===== config.mk =====
export PLATFORM = sky130hd
export DESIGN_NAME = avg_pool_unit
export DESIGN_NICKNAME = d
export VERILOG_FILES = /design/src/rtl/avg_pool_pkg.sv /design/src/rtl/avg_pool_unit.sv
export SDC_FILE = /design/constraint.sdc
export NUM_CORES = 1
export LEC_CHECK = 0
export ABC_AREA = 0
export CAP_MARGIN = 0
export CORE_UTILIZATION = 55
export CTS_CLUSTER_DIAMETER = 30
export DETAILED_ROUTE_END_ITERATION = 8
export PLACE_DENSITY = 0.81
export SYNTH_ARGS = -nofsm -noshare
export SYNTH_HDL_FRONTEND = slang
export SYNTH_SLANG_ARGS = --single-unit

===== constraint.sdc =====
create_clock -name clk -period 3.2 [get_ports clk]
set_input_delay 0.64 -clock clk [delete_from_list [all_inputs] [get_ports clk]]
set_output_delay 0.64 -clock clk [all_outputs]
set_load 0.02 [all_outputs]

===== src/rtl/avg_pool_pkg.sv =====
// Shared sizing constants for the streaming average-pooling unit.
// The accumulator carries one guard bit beyond DATA_W+WIN_LOG2 so the rounding bias never overflows.
package avg_pool_pkg;

    localparam int AVG_DATA_W   = 32;
    localparam int AVG_WIN_LOG2 = 2;
    localparam int AVG_ACC_W    = AVG_DATA_W + AVG_WIN_LOG2 + 1;
    localparam int AVG_CNT_W    = AVG_WIN_LOG2;

    function automatic int acc_width(input int data_w, input int win_log2);
        return data_w + win_log2 + 1;
    endfunction

endpackage


===== src/rtl/avg_pool_unit.sv =====
// Streaming window mean: accumulates 2^WIN_LOG2 signed samples and registers their mean on avg.
// Build option AVG_POOL_ROUND_EN: round-half-up with positive saturation instead of floor.
module avg_pool_unit
    import avg_pool_pkg::*;
#(
    parameter int DATA_W   = AVG_DATA_W,
    parameter int WIN_LOG2 = AVG_WIN_LOG2
) (
    input  logic                     clk,
    input  logic                     rst,
    input  logic                     enable,
    input  logic signed [DATA_W-1:0] layer2,
    output logic signed [DATA_W-1:0] avg
);

    localparam int ACC_W = acc_width(DATA_W, WIN_LOG2);
    localparam logic [WIN_LOG2-1:0] CNT_LAST = '1;

`ifdef AVG_POOL_ROUND_EN
    localparam logic signed [ACC_W-1:0] ROUND_BIAS = ACC_W'(1) <<< (WIN_LOG2 - 1);
    localparam logic signed [ACC_W-1:0] SAT_MAX =
        {{(ACC_W - DATA_W + 1){1'b0}}, {(DATA_W - 1){1'b1}}};
`endif

    logic signed [ACC_W-1:0]  acc;
    logic [WIN_LOG2-1:0]      cnt;
    logic signed [ACC_W-1:0]  sample_ext;
    logic signed [ACC_W-1:0]  sum;

    // Floor can never leave the DATA_W range; rounding can only overshoot the top.
    function automatic logic signed [DATA_W-1:0] finalize(input logic signed [ACC_W-1:0] s);
`ifdef AVG_POOL_ROUND_EN
        logic signed [ACC_W-1:0] r;
        r = (s + ROUND_BIAS) >>> WIN_LOG2;
        if (r > SAT_MAX) begin
            r = SAT_MAX;
        end
        return DATA_W'(r);
`else
        return DATA_W'(s >>> WIN_LOG2);
`endif
    endfunction

    always_comb begin
        sample_ext = {{(ACC_W - DATA_W){layer2[DATA_W-1]}}, layer2};
        sum        = acc + sample_ext;
    end

    always_ff @(posedge clk) begin
        if (rst) begin
            acc <= '0;
            cnt <= '0;
            avg <= '0;
        end else if (enable) begin
            if (cnt == CNT_LAST) begin
                avg <= finalize(sum);
                acc <= '0;
                cnt <= '0;
            end else begin
                acc <= sum;
                cnt <= cnt + 1'b1;
            end
        end
    end

endmodule


==> reports/qor.csv <==
metric;value;unit
status;complete, no violations;
Worst path max stage delay;0.48;ns
post-synth cell types;54;
reg2reg end;avg[28];
P_int;1.88;mW
yosys warns;0;
M3 GR Usage;4.77;%
most used routing layer;met2;
Mapped Nets;645;
Pwr per Cell Area;520;nW/µm²
Avg Cell Area, Syn;7.67;µm²
met2 usage;64.4;%
maximum root-to-sink buffer count;2;
Post-DRT Antenna Nets;0;
GR Util met1;43.4;%
design area;5820;µm²
WHS Path Cells;2;
Req. time, crit path;3.50;ns
Simple-Gate Fraction of Synth Area;23.2;%
WP data arrival;3.41;ns
share of cells above drive strength 1;14.4;%
dpl hpwl;11200;µm
clock skew;0.0127;ns
first-pass GRT wire length;23400;µm
share of the synthesized area in the top cell type;30.9;%
element type at the critical path start;primary input;
CTS Buf Count;9;
nets@finish;760;
Hold Violations, Final;0;
largest net degree at the start of global routing;30;
port bufs;66;
Least-Margin Pin Slew;0.572;ns
cell with the most instances after synthesis;nand2_1;
Clock Power Share;25.4;%
routed vias;4785;
chip width;91.6;µm
root buf cell;clkbuf_8;
Slew headroom;61.5;%
CTS tree;yes;
flops & latches, synth;68;
cell taking the most area after synthesis;dfxtp_1;
Post-synth top cells;87 x nand2_1, 74 x a21oi_1, 68 x dfxtp_1;
worst hold slack;0.459;ns
Clock Latency Late Sink;0.36;ns
R2R depth;11;
Psw;1.15;mW
Worst path top cell family by delay;compound AO/OA/AOI/OAI gates;
Worst setup EP type;flip-flop;
initial antenna violation count;0;
Mapped Area;4410;µm²
compound-cell area share of the yosys netlist;24.2;%
Comb pwr share;42.4;%
post-synthesis sequential area ratio;30.9;%
vias in the first global route;4764;
flop-to-flop setup slack;0.50;ns
grt total ovfl;0;
Pins Over Slew Limit;0;
CTS clk-pin slew, worst paths;0.09;ns
CTS Hold Buffers Added;0;
CTS Sinks;68;
Setup CP Type;in2reg;
synth-to-layout area growth;31.9;%
Mapped Cells;575;
multiplexer share of the synthesized area;1.36;%
post-synthesis adder-cell area fraction;10.1;%
CTS resizes;0;
unrepaired setup endpoints after global routing;no;
Hold EP;avg[5];
Die H;91.6;µm
worst-path fanout max;4;
DR vias/cell;6.00;
area of the die;8380;µm²
DRC;0;
leading post-synthesis cells by cell area;dfxtp_1 31%, ha_1 9.6%, a21oi_1 8.4%, nand2_1 7.4%, o21ai_0 4.5%;
Hold Crit Class;reg2reg;
Lkg Pwr;2.47;nW
Fill cells;578;
Top Ports;67;
core area;7730;µm²
total wire length;14600;µm
Post-synth EDFFs;0;
Post-Synth XOR/XNOR Area;6.30;%
CP max-delay cell;clkdlybuf4s50_1;
Routed wire per std cell;18.4;µm
gp weighted congestion;0.938;
1st-iter DRT viols;226;
Initial Util;57.1;%
Post-synth ARST share;0;%
Setup violations, final;0;
Max Clk Rate;322;MHz
part of the power in registers;32.1;%
# rows;32;
Worst Hold Launch;avg[5];
critical-path cell list;clkdlybuf4s50_1 -> ha_1 -> inv_1 -> fa_1 -> nand2b_1 -> a21oi_2 -> o21ai_0 -> a21oi_1 -> buf_4 -> a31oi_2 -> or4_1 -> nand3_1;
switch share;38.0;%
Post-DP Area;5610;µm²
worst-case vdd ir drop;0.336;mV
max-cap violation count;0;
fin crit share;97.0;%
antenna cell count;0;
Main synth FF type;dfxtp_1;
CP Buf/Inv Count;3;
crit path time final;3.10;ns
TritonRoute pass-1 iters;5;
Total GRT Usage;35.9;%
H-tree level count;3;
combinational family with the most area after synthesis;compound AO/OA/AOI/OAI gates;
post-CTS setup buffer count;0;
Crit Reg-Reg Startpoint;acc[0];
==> power by group through the flow <==
| stage | combinational [mW] | clock (mW) | sequential, mW |
|---|---|---|---|
| finish | 1.28 | 0.769 | 0.973 |
| global route | 1.39 | 0.800 | 0.981 |
| CTS | 1.25 | 0.767 | 0.972 |
| detailed placement | 1.24 | 0 | 0.991 |
| global placement | 1.22 | 0 | 0.987 |
| floorplan | 0.749 | 0 | 0.983 |
==> cells by family (layout without fill, tap and decap cells) <==
group / Yosys count / after routing
compound gates: 172 / 172
xor+xnor: 30 / 30
fa+ha+maj: 35 / 35
buf+inv: 45 / 165
flops: 68 / 68
mux: 6 / 6
simple gates: 219 / 219
==> sequential cells by signal (all words and copies together), names as in the netlist <==
register,cells
avg,32
acc,34
cnt,2
==> worst register-to-register path: cells and delay by family (launching register included) <==
family | cells | cell delay, ns
flops | 1 | 0.35
simple gates | 3 | 0.71
fa+ha+maj | 2 | 0.60
compound gates | 4 | 0.73
buf+inv | 2 | 0.25
==> layout make-up <==
| cell class | instances | area (µm²) | share of cell area (%) |
|---|---|---|---|
| multi-input cells | 462 | 2880 | 49.5 |
| flip-flops and latches | 68 | 1360 | 23.4 |
| repair buffers | 139 | 1210 | 20.8 |
| inverters | 10 | 37.5 | 0.645 |
| clock inverters | 7 | 80.1 | 1.38 |
| clock buffers | 9 | 124 | 2.13 |
| well taps | 102 | 128 | 2.19 |
==> per-layer routing <==
layer	vias to the layer above	wire length [µm]
li1	2292	-
met1	2233	6170
met2	219	7130
met3	41	894
met4	0	441
met5	-	0
==> through the flow <==
stage	utilization, %	std cells	setup TNS [ns]	setup slack, ns	power (mW)
after detailed placement	72.6	781	-2.10	-0.229	2.24
after global placement	72.6	781	-0.574	-0.145	2.21
after global routing	75.3	797	0	0.00203	3.17
final	75.3	797	0	0.0955	3.03
after CTS	75.2	797	0	0.142	2.99
after floorplan	-	575	0	0.449	1.73
==> worst max-delay path by stage <==
stage	endpoint	depth (start not counted)	start
3_3_place_gp	avg[28]	12	layer2[0]
3_5_place_dp	avg[28]	12	layer2[0]
2_1_floorplan	avg[29]	10	layer2[8]
6_report	avg[28]	12	layer2[0]
5_1_grt	avg[28]	12	layer2[0]
4_1_cts	avg[28]	12	layer2[0]
==> placed cells by master, fill, tap and decap left out, types with 2 or more instances in the layout <==
| cell type | instances |
|---|---|
| nand2_1 | 87 |
| a21oi_1 | 73 |
| buf_4 | 73 |
| dfxtp_1 | 68 |
| clkdlybuf4s50_1 | 66 |
| nor2_1 | 44 |
| o21ai_0 | 40 |
| ha_1 | 34 |
| nand3_1 | 20 |
| nor2b_1 | 17 |
| xnor2_1 | 16 |
| nand4_1 | 15 |
| xor2_1 | 13 |
| a21o_1 | 11 |
| inv_1 | 10 |
| nor3_1 | 9 |
| clkbuf_8 | 9 |
| a22o_1 | 7 |
| a31oi_1 | 6 |
| mux2i_1 | 6 |
| o21bai_1 | 5 |
| or3_1 | 5 |
| o21a_1 | 4 |
| or4_1 | 4 |
| nor4_1 | 4 |
| inv_6 | 4 |
| and4_1 | 3 |
| and2_1 | 3 |
| nand2b_1 | 3 |
| o211ai_1 | 3 |
| a211oi_2 | 2 |
| o31ai_1 | 2 |
| a311o_1 | 2 |
| and3_1 | 2 |
| clkinvlp_4 | 2 |
(Power assumes the default switching activity.)
